<file path="src/rtl/mem_read_initiator.sv">
// Requester side of the synchronous memory read interface: one command at a time,
// single-cycle memValid strobe, extended result. Optional macro: MEM_MISALIGN_CHECK_EN.
`ifndef MEM_WIDTH_NONE
`define MEM_WIDTH_NONE 2'd0
`endif
`ifndef MEM_WIDTH_BYTE
`define MEM_WIDTH_BYTE 2'd1
`endif
`ifndef MEM_WIDTH_HALF
`define MEM_WIDTH_HALF 2'd2
`endif
`ifndef MEM_WIDTH_WORD
`define MEM_WIDTH_WORD 2'd3
`endif
`ifndef EXCEPTION_LEN
`define EXCEPTION_LEN 4
`endif
`ifndef EXCEP_OK
`define EXCEP_OK 4'd0
`endif
`ifndef EXCEP_INVALID_MEM_READ
`define EXCEP_INVALID_MEM_READ 4'd4
`endif

module mem_read_initiator #(
  parameter int TIMEOUT_CYCLES = 16
) (
  input  logic                      clk,
  input  logic                      rst,
  input  logic                      req_In,
  input  logic [31:0]               addr_In,
  input  logic [1:0]                dataWidth_In,
  input  logic                      unsigned_In,
  output logic                      ready_Out,
  output logic [31:0]               result_Out,
  output logic                      done_Out,
  output logic [`EXCEPTION_LEN-1:0] exception_Out,
  output logic [31:0]               memAddr_Out,
  output logic [1:0]                memWidth_Out,
  output logic                      memValid_Out,
  input  logic [31:0]               memData_In,
  input  logic                      memOK_In,
  input  logic [`EXCEPTION_LEN-1:0] memException_In
);

  localparam int CW =
    (TIMEOUT_CYCLES > 1) ? $clog2(TIMEOUT_CYCLES) : 1;
  localparam logic [CW-1:0] CNT_LAST = CW'(TIMEOUT_CYCLES - 1);

  typedef enum logic [1:0] {
    S_IDLE,
    S_REQ,
    S_WAIT
  } state_e;

  state_e                    state_q, state_d;
  logic [31:0]               addr_q, addr_d;
  logic [1:0]                width_q, width_d;
  logic                      uns_q, uns_d;
  logic                      valid_q, valid_d;
  logic                      done_q, done_d;
  logic [31:0]               result_q, result_d;
  logic [`EXCEPTION_LEN-1:0] exc_q, exc_d;
  logic [CW-1:0]             cnt_q, cnt_d;
  logic [31:0]               ext;
  logic                      misalign;

`ifdef MEM_MISALIGN_CHECK_EN
  assign misalign =
    ((dataWidth_In == `MEM_WIDTH_HALF) && addr_In[0]) ||
    ((dataWidth_In == `MEM_WIDTH_WORD) && (addr_In[1:0] != 2'b00));
`else
  assign misalign = 1'b0;
`endif

  assign ready_Out     = (state_q == S_IDLE);
  assign result_Out    = result_q;
  assign done_Out      = done_q;
  assign exception_Out = exc_q;
  assign memAddr_Out   = addr_q;
  assign memWidth_Out  = width_q;
  assign memValid_Out  = valid_q;

  // Right-aligned item extended per the latched width and signedness
  always_comb begin
    case (width_q)
      `MEM_WIDTH_BYTE:
        ext = {{24{~uns_q & memData_In[7]}}, memData_In[7:0]};
      `MEM_WIDTH_HALF:
        ext = {{16{~uns_q & memData_In[15]}}, memData_In[15:0]};
      default:
        ext = memData_In;
    endcase
  end

  // Next-state and output decisions; done and the strobe are pulses
  always_comb begin
    state_d  = state_q;
    addr_d   = addr_q;
    width_d  = width_q;
    uns_d    = uns_q;
    valid_d  = 1'b0;
    done_d   = 1'b0;
    result_d = result_q;
    exc_d    = exc_q;
    cnt_d    = cnt_q;
    unique case (state_q)
      S_IDLE: begin
        if (req_In) begin
          if (misalign) begin
            done_d   = 1'b1;
            exc_d    = `EXCEP_INVALID_MEM_READ;
            result_d = '0;
          end else begin
            addr_d  = addr_In;
            width_d = dataWidth_In;
            uns_d   = unsigned_In;
            valid_d = 1'b1;
            state_d = S_REQ;
          end
        end
      end
      S_REQ: begin
        if (memException_In != `EXCEP_OK) begin
          exc_d    = memException_In;
          done_d   = 1'b1;
          result_d = '0;
          state_d  = S_IDLE;
        end else begin
          cnt_d   = '0;
          state_d = S_WAIT;
        end
      end
      S_WAIT: begin
        if (memOK_In) begin
          result_d = ext;
          exc_d    = `EXCEP_OK;
          done_d   = 1'b1;
          state_d  = S_IDLE;
        end else if (cnt_q == CNT_LAST) begin
          result_d = '0;
          exc_d    = `EXCEP_INVALID_MEM_READ;
          done_d   = 1'b1;
          state_d  = S_IDLE;
        end else begin
          cnt_d = cnt_q + 1'b1;
        end
      end
      default: state_d = S_IDLE;
    endcase
  end

  // State and output registers; reset drops any in-flight command
  always_ff @(posedge clk or posedge rst) begin
    if (rst) begin
      state_q  <= S_IDLE;
      addr_q   <= '0;
      width_q  <= `MEM_WIDTH_NONE;
      uns_q    <= 1'b0;
      valid_q  <= 1'b0;
      done_q   <= 1'b0;
      result_q <= '0;
      exc_q    <= `EXCEP_OK;
      cnt_q    <= '0;
    end else begin
      state_q  <= state_d;
      addr_q   <= addr_d;
      width_q  <= width_d;
      uns_q    <= uns_d;
      valid_q  <= valid_d;
      done_q   <= done_d;
      result_q <= result_d;
      exc_q    <= exc_d;
      cnt_q    <= cnt_d;
    end
  end

endmodule
</file>
<file path="config.mk">
export PLATFORM = sky130hd
export DESIGN_NAME = mem_read_initiator
export DESIGN_NICKNAME = d
export VERILOG_FILES = /design/src/rtl/mem_read_initiator.sv
export SDC_FILE = /design/constraint.sdc
export NUM_CORES = 1
export LEC_CHECK = 0
export CORE_MARGIN = 8
export CORE_UTILIZATION = 42
export DETAILED_ROUTE_END_ITERATION = 10
export PLACE_DENSITY = 0.8
export SLEW_MARGIN = 20
export SYNTH_ARGS = -nofsm -noshare
export SYNTH_HDL_FRONTEND = slang
export SYNTH_SLANG_ARGS = --single-unit
</file>
<file path="constraint.sdc">
create_clock -name clk -period 3.4 [get_ports clk]
set_input_delay 0.68 -clock clk [delete_from_list [all_inputs] [get_ports clk]]
set_output_delay 0.68 -clock clk [all_outputs]
set_load 0.05 [all_outputs]
</file>
==> results of run 1 <==
-- sequential cells by signal, summed over array words and instances (netlist names) --
| name | flops |
|---|---|
| memValid_Out | 1 |
| memWidth_Out | 2 |
| exception_Out | 4 |
| cnt_q | 4 |
| uns_q | 1 |
| memAddr_Out | 32 |
| done_Out | 1 |
| state_q | 2 |
| result_Out | 32 |
-- per-stage QoR --
step | total power, uW | hold WS, ns | util
floorplan | 3050 | 0.501 | -
global placement | 3800 | 0.471 | 0.635
detailed placement | 3830 | 0.478 | 0.635
CTS | 4580 | 0.500 | 0.663
global route | 4780 | 0.515 | 0.663
finish | 4540 | 0.498 | 0.663
-- where the power goes --
group	total (uW)	switching, uW	internal [uW]
Combinational	2460	1570	882
Clock	734	334	399
Sequential	1350	142	1210
-- Yosys cell counts --
| library cell | number |
|---|---|
| buf_6 | 4 |
| a22oi_1 | 1 |
| and4b_1 | 1 |
| or2_2 | 2 |
| a221o_1 | 3 |
| nand3_1 | 4 |
| a21oi_1 | 10 |
| a211o_1 | 1 |
| a22o_1 | 12 |
| nor3_1 | 1 |
| mux2i_1 | 2 |
| nor2b_1 | 3 |
| buf_2 | 3 |
| inv_1 | 6 |
| nand2b_1 | 17 |
| a21oi_2 | 1 |
| and3_1 | 3 |
| dfrtp_1 | 79 |
| o41ai_4 | 1 |
| o21bai_1 | 1 |
| nand2_1 | 4 |
| buf_1 | 2 |
| o2111ai_1 | 1 |
| clkbuf_1 | 6 |
| o211a_1 | 1 |
| nor4_4 | 1 |
| o2bb2ai_1 | 9 |
| o21ai_0 | 3 |
| nor2_1 | 2 |
| a21o_1 | 1 |
| a21boi_0 | 1 |
| nor4bb_1 | 1 |
| a32o_1 | 16 |
| nand3b_1 | 1 |
| ha_1 | 7 |
| nand4_1 | 1 |
| mux2_2 | 35 |
-- worst min-delay path by stage --
stage / startpoint / endpoint / slack [ns] / depth (start not counted)
detailed placement: result_Out[14]$_DFFE_PP0P_ / result_Out[14]$_DFFE_PP0P_ / 0.48 / 1
floorplan: cnt_q[1]$_DFFE_PP0P_ / cnt_q[1]$_DFFE_PP0P_ / 0.50 / 1
global route: result_Out[16]$_DFFE_PP0P_ / result_Out[16]$_DFFE_PP0P_ / 0.51 / 1
CTS: result_Out[8]$_DFFE_PP0P_ / result_Out[8]$_DFFE_PP0P_ / 0.50 / 1
global placement: result_Out[29]$_DFFE_PP0P_ / result_Out[29]$_DFFE_PP0P_ / 0.47 / 1
finish: result_Out[8]$_DFFE_PP0P_ / result_Out[8]$_DFFE_PP0P_ / 0.50 / 1
-- worst reg2reg max path, stage by stage (launching register included) --
cell     delay, ns
dfrtp_1       0.40
inv_1         0.11
ha_1          0.42
nand2_1       0.22
a21oi_2       0.80
a32o_1        0.29
-- layer usage --
metal	share of wire	vias up
met5	0	-
met2	0.46	124
met4	0.010	0
met1	0.41	1279
li1	-	1214
met3	0.12	8
-- layout by cell type, fill, tap and decap left out, types with 3 or more instances in the layout --
master	count
a21oi_1	10
a221o_1	3
a22o_1	12
a32o_1	16
and3_1	3
buf_4	5
clkbuf_8	12
clkdlybuf4s50_1	147
clkinvlp_4	3
dfrtp_1	79
ha_1	7
inv_1	5
mux2_2	35
nand2_1	4
nand2b_1	17
nand3_1	4
nor2b_1	3
o21ai_0	3
o2bb2ai_1	9
-- logic make-up (layout without fill, tap and decap cells) --
group | count (synthesis) | in the layout | share of synthesized area
fa+ha+maj | 7 | 7 | 0.0259
simple gates | 41 | 41 | 0.0766
compound gates | 62 | 62 | 0.158
mux | 37 | 37 | 0.122
flops | 79 | 79 | 0.584
buf+inv | 21 | 174 | 0.0333
-- area by class of cell --
class | count | area, um2
Tap cell | 102 | 128
Fill cell | 589 | 2620
Multi-Input combinational cell | 147 | 1300
Sequential cell | 79 | 1980
Inverter | 6 | 23.8
Clock inverter | 4 | 52.6
Timing Repair Buffer | 152 | 1510
Clock buffer | 12 | 165
==> results.md, run 1 <==
Final layout:
- The number of antenna diodes in the final layout is 0.
- The area growth from synthesis to layout is 52.3%.
- After routing the design area is 5150 um2.
- In the final layout, the share of cells above drive strength 1 is 0.158.
- The number of nets in the layout is 477.
- The final instance count without filler cells is 502.

Timing:
- The accumulated negative setup slack is 0 ns.
- The slew at the pin with the worst max-slew slack is 1.06 ns.
- In the post-route analysis, the smallest setup slack over all paths is 0.821 ns.
- The part of the cycle the worst path needs is 0.759.
- Clock skew on the completed layout was measured at 0.0110 ns.
- The number of pins with negative max-slew slack in the final report is 0.
- Setup repair after global routing left no endpoint under its margin.
- The setup-violating endpoint count in the final report is 0.
- The maximum achievable frequency is 388 MHz.
- In this run the tightest slew margin relative to its limit is 0.297.
- The final hold violation count is 0.
- The final critical path time including I/O delays and setup is 2.58 ns.

Floorplanning:
- The die covers 11200 um2.
- The horizontal extent of the die is 106 um.
- 148 I/O pins were placed.
- The initial core utilization is 0.436.
- The floorplan step set the die height to 106 um.
- The initialized floorplan defines 32 standard-cell rows.
- The core area is 7770 um2.

Placed design:
- The HPWL after detailed placement is 6.75 mm.
- Summing all placed instances gives a cell area of 4930 um2.
- Counting tap cells, the placed design contains a total of 486 instances.
- The count of buffers from port buffering is 147.
- Before CTS, the worst setup slack after placement is 0.825 ns.
- At the end of routability-driven placement, the weighted congestion stood at 0.813.

CTS:
- The clock passes through at most 2 buffers.
- The clock tree synthesis step divided the H-tree into 3 levels.
- The CTS tree is built.
- The clock buffer count from CTS is 9.
- Gates resized during post-CTS repair numbered 0.
- The tree is rooted in a clkbuf_8.
- Clock latency on the worst-skew pair, taken at its later pin, is 0.34 ns.
- After clock tree synthesis, the flow added hold-fix buffers numbering 0.
- Counting every sink on the clock net gives 79.
- The clock-pin transition on the worst setup and hold timing paths is 0.08 ns.
- The number of buffers inserted to repair setup after CTS is 0.

Global routing:
- The met1 capacity usage during global routing is 0.186.
- The met3 layer usage reported by global route is 0.0786.
- The layer with the highest usage is met2.
- In the global route stage, overall resource usage came out at 0.161.
- Summed over all layers, the global routing overflow is 0.
- The pin count of the biggest net entering global routing is 35.
- The wire length of the first global-routing pass is 14.6 mm.
- The number of antenna violations at the first check in global routing is 0.
- The fraction of met2 tracks used by global routing is 0.254.
- The via count of the first global-routing pass was 2854.

Worst setup path:
- By startpoint and endpoint, the worst setup path is classified as flop to output port.
- The slack of the worst reg-to-reg path is 1.10 ns.
- The capture point of the worst path is ready_Out.
- STA puts the critical path data arrival time at 1.90 ns.
- The critical path goes through inv_1 -> ha_1 -> clkdlybuf4s50_1.
- The largest single stage delay on the critical path is 0.83 ns.
- The number of stages on the worst setup path is 3.
- The capturing element type of the critical path is an output port.
- The timing startpoint of the critical path is state_q[0]$_DFFE_PP0P_.
- The endpoint required time on the critical path is 2.72 ns.
- The number of cells traversed by the worst register-to-register path is 5.
- The highest net fanout along the worst path is 5.
- The cell at the slowest stage of the critical path is clkdlybuf4s50_1.
- The worst setup path is launched from a flop.
- The worst path buffer plus inverter count is 2.
- The startpoint identified for the worst register-to-register timing path is state_q[0]$_DFFE_PP0P_.
- The cell family contributing the most delay on the critical path is buffers and inverters.
- The worst register-to-register path ends at result_Out[30]$_DFFE_PP0P_.

Detailed routing:
- The average wire per cell in the routed design is 18.0 um.
- In the routed layout, each cell is associated on average with a via count of 5.23.
- After detailed routing, the total wire length is 9.06 mm.
- The detail route stage leaves a number of antenna-violating nets equal to 0.
- After the first detailed-routing iteration, the DRC count stood at 135.
- In the routed design, unresolved DRC markers number 0.
- Across all layers, the routed design uses 2625 vias.
- The pre-antenna-repair detailed-routing pass consisted of 4 iterations.

Yosys:
- The Yosys step of the flow raised 0 warnings.
- The share of the synthesized area in the top cell type is 0.584.
- In the post-synthesis netlist, the biggest area contributors are dfrtp_1 58%, mux2_2 12%, a32o_1 4.7%, nand2b_1 3.1%, a22o_1 3.1%.
- Of the synthesized area, sequential elements account for 0.584.
- The post-synthesis instance total is 247.
- In this run the mean area of a mapped cell was 13.7 um2.
- The synthesized netlist occupies a cell area of 3380 um2.
- The count of distinct cell types in the synthesized netlist is 37.
- Of all cell types, the one taking the most synthesized area is dfrtp_1.
- Counting every net in the synthesized netlist gives 329.
- The flip-flop and latch count after synthesis is 79.

Pwr:
- The largest vdd supply drop is 639 uV.
- The power density over the cells is 881 nW/um2.
- In this run the static leakage power is 0.00218 uW.

Hold path:
- The class of the tightest hold or removal check is flop to flop.

Run:
- The number of violations of the max-capacitance limit is 0.

Outcome:
- The run finished with clean final reports.
Note: power is estimated with default switching activity, not from simulation.
==> inputs of run 2 (changes only) <==
==> constraint.sdc (replaced) <==
create_clock -name clk -period 2.45 [get_ports clk]
set_input_delay 0.49 -clock clk [delete_from_list [all_inputs] [get_ports clk]]
set_output_delay 0.49 -clock clk [all_outputs]
set_load 0.05 [all_outputs]
==> run 2 against run 1 <==
Compared with the run above: sequential power grew 39%; count of clock-buffer cells in the layout shrank 2; combinational power grew 41%; critical path type unchanged; die area is the same; largest power group unchanged.
==> results.md, run 2 (same netlist as run 1, synthesis figures left out) <==
Run:
- The number of violations of the max-capacitance limit came to 0 (unchanged).

CTS:
- The sink count of the clock tree is 79 (unchanged).
- The clock-pin transition on the worst setup and hold timing paths was 0.07 ns (about the same).
- The clock latency of the later-clocked register in the worst-skew pair came to 0.33 ns (about the same).
- The maximum level of the CTS H-tree is 3 (unchanged).
- The root buffer cell chosen for the clock tree is clkbuf_8.
- TritonCTS built the clock tree.
- The maximum root-to-sink buffer count is 2 (unchanged).
- The clock buffer count from CTS is 9 (unchanged).

Worst setup path:
- The slowest stage of the critical path is the clkdlybuf4s50_1 cell.
- The data arrival time of the worst path is 1.57 ns (-0.33 ns).
- The endpoint required time on the critical path is 1.96 ns (-0.76 ns).
- The signal on the critical path passes through clkdlybuf4s50_1.
- The kind of cell with the highest combined delay along the critical path is buffers and inverters.
- The capturing element type of the critical path is an output port.
- The critical path is of the flop to output port type.
- The number of stages on the worst setup path is 1 (-2).
- The launching element type of the critical path is a flop.
- The biggest cell delay along the critical path came to 0.83 ns (about the same).
- The number of cells traversed by the worst register-to-register path is 5 (unchanged).
- The highest net fanout along the worst path is 3 (-2).
- The worst path buffer plus inverter count is 1 (-1).

Pwr:
- The reported net switching power is 2830 uW (+38%).
- The power density over the cells is 1200 nW/um2 (+36%).
- The part of the power in the clock network is 0.133 (-0.029).
- The cell-internal power is 3340 uW (+34%).
- The largest vdd supply drop is 887 uV (+39%).
- The switching part of the total was 0.459 (+0.00738).
- The combinational power share is 0.563 (+0.022).
- The sequential share of power is 0.304 (+0.007).
- The leakage dissipation is 0.00221 uW (+1.2%).

Global routing:
- The pin count of the biggest net entering global routing is 48 (+37%).
- The wire length of the first global-routing pass is 14.9 mm (+1.9%).
- The via count of the first global-routing pass came to 2965 (+3.9%).
- The number of antenna violations at the first check in global routing is 0 (unchanged).
- The global-route total usage across every layer is 0.164 (+0.00303).
- The global route total overflow is 0 (unchanged).

Detailed routing:
- The wire length on met2 is 4.30 mm (+2.5%).
- The number of vias per cell after detailed routing is 5.23 (about the same).
- The post-detailed-routing wire length came to 9.17 mm (+1.2%).
- The met3 wire length is 1.18 mm (+12%).
- The average wire per cell in the routed design is 18.1 um (+0.41%).
- The post-detailed-route count of antenna-violating nets was 0 (unchanged).
- The via count is 2644 (+0.72%).
- The count of TritonRoute iterations in the first routing pass is 5 (+1).
- The total DRC errors in the routed layout is 0 (unchanged).
- The number of design-rule violations left by the first detailed-router iteration came to 84 (-38%).
- Routed signal wires occupy layers up through met4.
- The routed metal-1 wire length is 3.48 mm (-6.3%).

Placed design:
- The count of buffers from port buffering was 147 (unchanged).
- The worst-case setup slack after placement came to 0.0743 ns (-0.751 ns).
- The placer congestion estimate is 0.836 (+2.8%).
- The HPWL reported at the end of detailed placement is 6.98 mm (+3.5%).

Outcome:
- The run finished with clean final reports.

Timing:
- The part of the cycle the worst path needs is 0.841.
- The setup-violating endpoint count in the final report came to 0 (unchanged).
- The worst max-slew margin expressed relative to the limit is 0.286 (-0.0109).
- The worst setup margin is 0.391 ns (-0.430 ns).
- The number of pins with negative max-slew slack in the final report is 0 (unchanged).
- Setup repair after global routing left no endpoint under its margin.
- The final setup skew is 0.00655 ns (-0.00445 ns).
- The accumulated negative setup slack came to 0 ns (unchanged).
- The slew at the pin with the worst max-slew slack is 1.07 ns (+0.0164 ns).
- The maximum achievable frequency is 486 MHz.
- The final hold violation count is 0 (unchanged).
- Subtracting the final worst setup slack from the clock period gives 2.06 ns.

Final layout:
- The number of antenna repair diodes is 0 (unchanged).
- The number of nets in the layout is 482 (+1.0%).
- The fraction of final layout cells with drive strength greater than 1 was 0.166 (+0.00834).
- The utilization after layout is 0.663 (unchanged).
- The commonest non-fill, non-tap cell in the layout is clkdlybuf4s50_1.
- The top cell types in the final layout, fill and taps aside, are 146 x clkdlybuf4s50_1, 79 x dfrtp_1, 35 x mux2_2, 17 x nand2b_1, 16 x a32o_1.
- The area overhead of the layout relative to synthesis was 52.3% (unchanged).
- The count of fill cells added during filler insertion is 608 (+3.2%).

Floorplanning:
- The horizontal extent of the die is 106 um (unchanged).
- The die area is 11200 um2 (unchanged).
- The core area is 7770 um2 (unchanged).
- The count of boundary I/O pins is 148 (unchanged).
- The row count is 32 (unchanged).
- The chip height was 106 um (unchanged).
- The initial core utilization is 0.436 (unchanged).

Hold path:
- The tightest min-delay check is of the flop to flop type.
- The hold-critical path depth is 1 (unchanged).
-- run 2: path summary, 6_finish.rpt --
check	end	slack [ns]	startpoint
setup reg to reg	result_Out[30]$_DFFE_PP0P_	0.47	state_q[0]$_DFFE_PP0P_
hold / removal	result_Out[10]$_DFFE_PP0P_	0.49	result_Out[10]$_DFFE_PP0P_
min in group asynchronous	memAddr_Out[1]$_DFFE_PP0P_	0.62	rst
max in group asynchronous	memValid_Out$_DFF_PP0_	1.34	rst
hold reg to reg	result_Out[10]$_DFFE_PP0P_	0.49	result_Out[10]$_DFFE_PP0P_
setup / recovery	memWidth_Out[1]	0.39	memWidth_Out[1]$_DFFE_PP0P_
-- run 2: cell type report --
type | instances | area (um2) | share of cell area
sequential | 79 | 1980 | 0.384
timing repair buffer | 157 | 1560 | 0.303
clock buffer | 10 | 138 | 0.0267
multi-input combinational | 147 | 1300 | 0.252
clock inverter | 5 | 25.0 | 0.00486
inverter | 6 | 26.3 | 0.00510
tap | 102 | 128 | 0.0248
-- run 2: through the flow --
stage,total power (uW),cells,area [um2],hold slack [ns]
floorplan,4240,247,3390,0.501
global placement,5340,491,4980,0.473
detailed placement,5390,491,4980,0.473
CTS,6240,506,5150,0.494
global route,6500,506,5150,0.502
finish,6170,506,5150,0.488
-- run 2: repair_timing --
action                                  in CTS  in global routing
setup buffers                                0                  0
endpoints found under the setup margin       0                  1
gates resized for setup                      0                  1
hold buffers                                 0                  0
-- run 2: power groups by stage --
stage	sequential, uW	clock, uW	combinational (uW)
after floorplan	3130	0	1110
after global placement	1880	0	3460
after detailed placement	1910	0	3490
after CTS	1880	859	3500
after global routing	1930	903	3670
final	1880	820	3470
-- run 2: routing by layer --
layer / vias up / global-route usage
met4: 0 / 0.0734
met2: 121 / 0.264
met3: 16 / 0.0853
met5: - / 0
met1: 1285 / 0.178
li1: 1222 / -
==> inputs of run 3 (changes only) <==
--- a/config.mk
+++ b/config.mk
@@ -6,9 +6,9 @@
 export NUM_CORES = 1
 export LEC_CHECK = 0
 export CORE_MARGIN = 8
-export CORE_UTILIZATION = 42
+export CORE_UTILIZATION = 38
 export DETAILED_ROUTE_END_ITERATION = 10
-export PLACE_DENSITY = 0.8
+export PLACE_DENSITY = 0.76
 export SLEW_MARGIN = 20
 export SYNTH_ARGS = -nofsm -noshare
 export SYNTH_HDL_FRONTEND = slang
==> constraint.sdc (replaced) <==
create_clock -name clk -period 1.8 [get_ports clk]
set_input_delay 0.36 -clock clk [delete_from_list [all_inputs] [get_ports clk]]
set_output_delay 0.36 -clock clk [all_outputs]
set_load 0.05 [all_outputs]
==> run 3 against run 2 <==
Compared with the run above: die area is 8.9% higher; setup slack worse by 0.31 ns; non-clock buffer count is 12 higher; critical endpoint is now result_Out[3]$_DFFE_PP0P_.
==> results.md, run 3 (same netlist as run 1, synthesis figures left out) <==
Floorplanning:
- The chip height is 110 um (+4.4%).
- The row count is 34 (+6.3%).
- The count of boundary I/O pins is 148 (unchanged).
- The die area came to 12200 um2 (+8.9%).
- The core area is 8680 um2 (+12%).
- The horizontal extent of the die is 110 um (+4.4%).
- The initial core utilization is 0.390 (-0.0457).

Worst setup path:
- The setup path with the least slack is of type flop to flop.
- The startpoint identified for the worst register-to-register timing path is state_q[0]$_DFFE_PP0P_.
- The data arrival time of the worst path was 1.95 ns (+0.38 ns).
- STA classifies the critical path endpoint as a flop.
- The launching element type of the critical path is a flop.
- The highest net fanout along the worst path came to 34 (+31).
- The number of cells traversed by the worst register-to-register path is 6 (+1).
- The endpoint required time on the critical path is 2.03 ns (+0.07 ns).
- The slack of the worst reg-to-reg path was 0.08 ns (-0.39 ns).
- The capture instance of the worst register-to-register path is result_Out[3]$_DFFE_PP0P_.

Global routing:
- The number of antenna violations at the first check in global routing is 0 (unchanged).
- The global-route total usage across every layer came to 0.150 (-0.0148).
- The wire length of the first global-routing pass came to 14.3 mm (-4.0%).
- The via count of the first global-routing pass is 2858 (-3.6%).
- The pin count of the biggest net entering global routing is 44 (-8.3%).
- The global route total overflow is 0 (unchanged).

Timing:
- The worst max-slew margin expressed relative to the limit was 0.707 (+0.421).
- The setup-violating endpoint count in the final report is 0 (unchanged).
- The worst setup margin came to 0.0805 ns (-0.310 ns).
- The final hold violation count is 0 (unchanged).
- Timing would allow up to 582 MHz.
- The slew at the pin with the worst max-slew slack is 0.440 ns (-0.631 ns).
- The final setup skew was 0.0116 ns (+0.00506 ns).
- The final critical path time including I/O delays and setup is 1.72 ns.
- The number of pins with negative max-slew slack in the final report came to 0 (unchanged).
- The part of the cycle the worst path needs is 0.955.

Placed design:
- The HPWL reported at the end of detailed placement came to 7.03 mm (+0.65%).
- The placer congestion estimate is 0.832 (-0.44%).
- The placed instance count was 508 (+3.5%).
- The worst-case setup slack after placement is -0.274 ns (-0.348 ns).
- The count of buffers from port buffering came to 147 (unchanged).

Final layout:
- The total area of multi-input combinational cells was 1310 um2 (+1.1%).
- The number of antenna repair diodes is 0 (unchanged).
- The count of fill cells added during filler insertion is 726 (+19%).
- The utilization after layout is 0.604 (-0.0597).
- The final instance count without filler cells is 524 (+3.6%).
- The commonest non-fill, non-tap cell in the layout is buf_4.
- In the layout the commonest cells are 89 x buf_4, 77 x dfrtp_1, 74 x clkdlybuf4s50_1, 35 x mux2_2, 17 x nand2b_1.
- The combined flip-flop and latch cell area is 1980 um2 (+0.13%).
- The fraction of final layout cells with drive strength greater than 1 is 0.382 (+0.216).
- The area growth from synthesis to layout is 54.8%.
- The number of nets in the layout is 494 (+2.5%).

Detailed routing:
- The average wire per cell in the routed design came to 17.6 um (-2.6%).
- The number of vias per cell after detailed routing is 5.22 (-0.15%).
- The via count is 2734 (+3.4%).
- The post-detailed-route count of antenna-violating nets is 0 (unchanged).
- The count of TritonRoute iterations in the first routing pass is 5 (unchanged).
- The number of design-rule violations left by the first detailed-router iteration came to 122 (+45%).
- The total DRC errors in the routed layout came to 0 (unchanged).
- The post-detailed-routing wire length is 9.25 mm (+0.88%).

CTS:
- The clock-pin transition on the worst setup and hold timing paths is 0.08 ns (about the same).
- The maximum level of the CTS H-tree came to 3 (unchanged).
- The clock latency of the later-clocked register in the worst-skew pair came to 0.34 ns (about the same).
- The sink count of the clock tree was 79 (unchanged).
- The total of hold buffers inserted after clock tree synthesis is 0 (unchanged).
- The buffer type at the clock tree root is clkbuf_8.
- The CTS tree is built.
- The clock buffer count from CTS is 9 (unchanged).
- The maximum root-to-sink buffer count is 2 (unchanged).

Pwr:
- The leakage dissipation came to 0.00242 uW (+9.4%).
- The largest vdd supply drop is 1050 uV (+18%).
- The power density over the cells is 1730 nW/um2 (+44%).
- The overall power consumption is 9050 uW (+47%).

Outcome:
- The flow ran to the end, and the final reports show no timing, DRC or antenna violations.

Hold path:
- The min-delay analysis places its worst path in the category primary input to async pin.

Run:
- The number of violations of the max-capacitance limit came to 0 (unchanged).
-- run 3: cell count changes in the layout (fill, tap and decap cells not counted), moves of 2 or more --
| cell | previous run | this run |
|---|---|---|
| dfrtp_2 | 0 | 2 |
| clkdlybuf4s50_1 | 146 | 74 |
| dfrtp_1 | 79 | 77 |
| bufinv_16 | 0 | 4 |
| ha_1 | 7 | 4 |
| ha_2 | 0 | 3 |
| clkinv_2 | 5 | 1 |
| buf_4 | 9 | 89 |
| buf_12 | 1 | 6 |
-- run 3: what timing repair did --
| item | CTS | global route |
|---|---|---|
| gates resized for setup | 0 | 4 |
| buffers inserted | 0 | 1 |
| endpoints found under the setup margin | 0 | 31 |
-- run 3: area by class of cell --
| class | count | share of cell area |
|---|---|---|
| Sequential cell | 79 | 0.378 |
| Clock inverter | 6 | 0.0256 |
| Timing Repair Buffer | 169 | 0.292 |
| Tap cell | 108 | 0.0258 |
| Inverter | 6 | 0.00502 |
| Multi-Input combinational cell | 147 | 0.250 |
| Clock buffer | 9 | 0.0236 |
-- run 3: worst max-delay path by stage --
stage | startpoint | endpoint | slack, ns | cells past startpoint
5_1_grt | state_q[0]$_DFFE_PP0P_ | result_Out[0]$_DFFE_PP0P_ | -0.001 | 6
3_3_place_gp | memException_In[2] | cnt_q[3]$_DFFE_PP0P_ | -0.20 | 4
3_5_place_dp | memException_In[2] | cnt_q[3]$_DFFE_PP0P_ | -0.27 | 4
6_report | state_q[0]$_DFFE_PP0P_ | result_Out[3]$_DFFE_PP0P_ | 0.08 | 6
4_1_cts | state_q[0]$_DFFE_PP0P_ | result_Out[3]$_DFFE_PP0P_ | 0.02 | 6
2_1_floorplan | memWidth_Out[0]$_DFFE_PP0P_ | result_Out[17]$_DFFE_PP0P_ | 0.01 | 5
-- run 3: worst max-delay path, stage by stage, from the launching register on --
cell and delay (ns):
dfrtp_1 0.40, buf_4 0.13, ha_2 0.25, nor2_1 0.11, a221o_1 0.31, buf_12 0.18
a22o_1 0.24
-- run 3: metrics by stage --
stage          setup TNS [ns]  hold slack [ns]  area, um2
2_1_floorplan               0            0.493       3400
3_5_place_dp            -7.77            0.479       4960
6_report                    0            0.422       5240
3_3_place_gp            -5.34            0.475       4960
4_1_cts                     0            0.416       5220
5_1_grt              -0.00147            0.453       5240
-- run 3: report_power, final --
group          total [uW]  internal (uW)  switching, uW
Combinational        4790           1770           3020
Clock                1690           1050            632
Sequential           2580           2280            293
Total                9050           5110           3940
-- run 3: metal layers --
layer / routed length, um / GRT usage / vias up
li1: - / - / 1252
met4: 155 / 0.0657 / 0
met5: 0 / 0 / -
met3: 1020 / 0.0587 / 14
met1: 3690 / 0.180 / 1350
met2: 4380 / 0.233 / 118
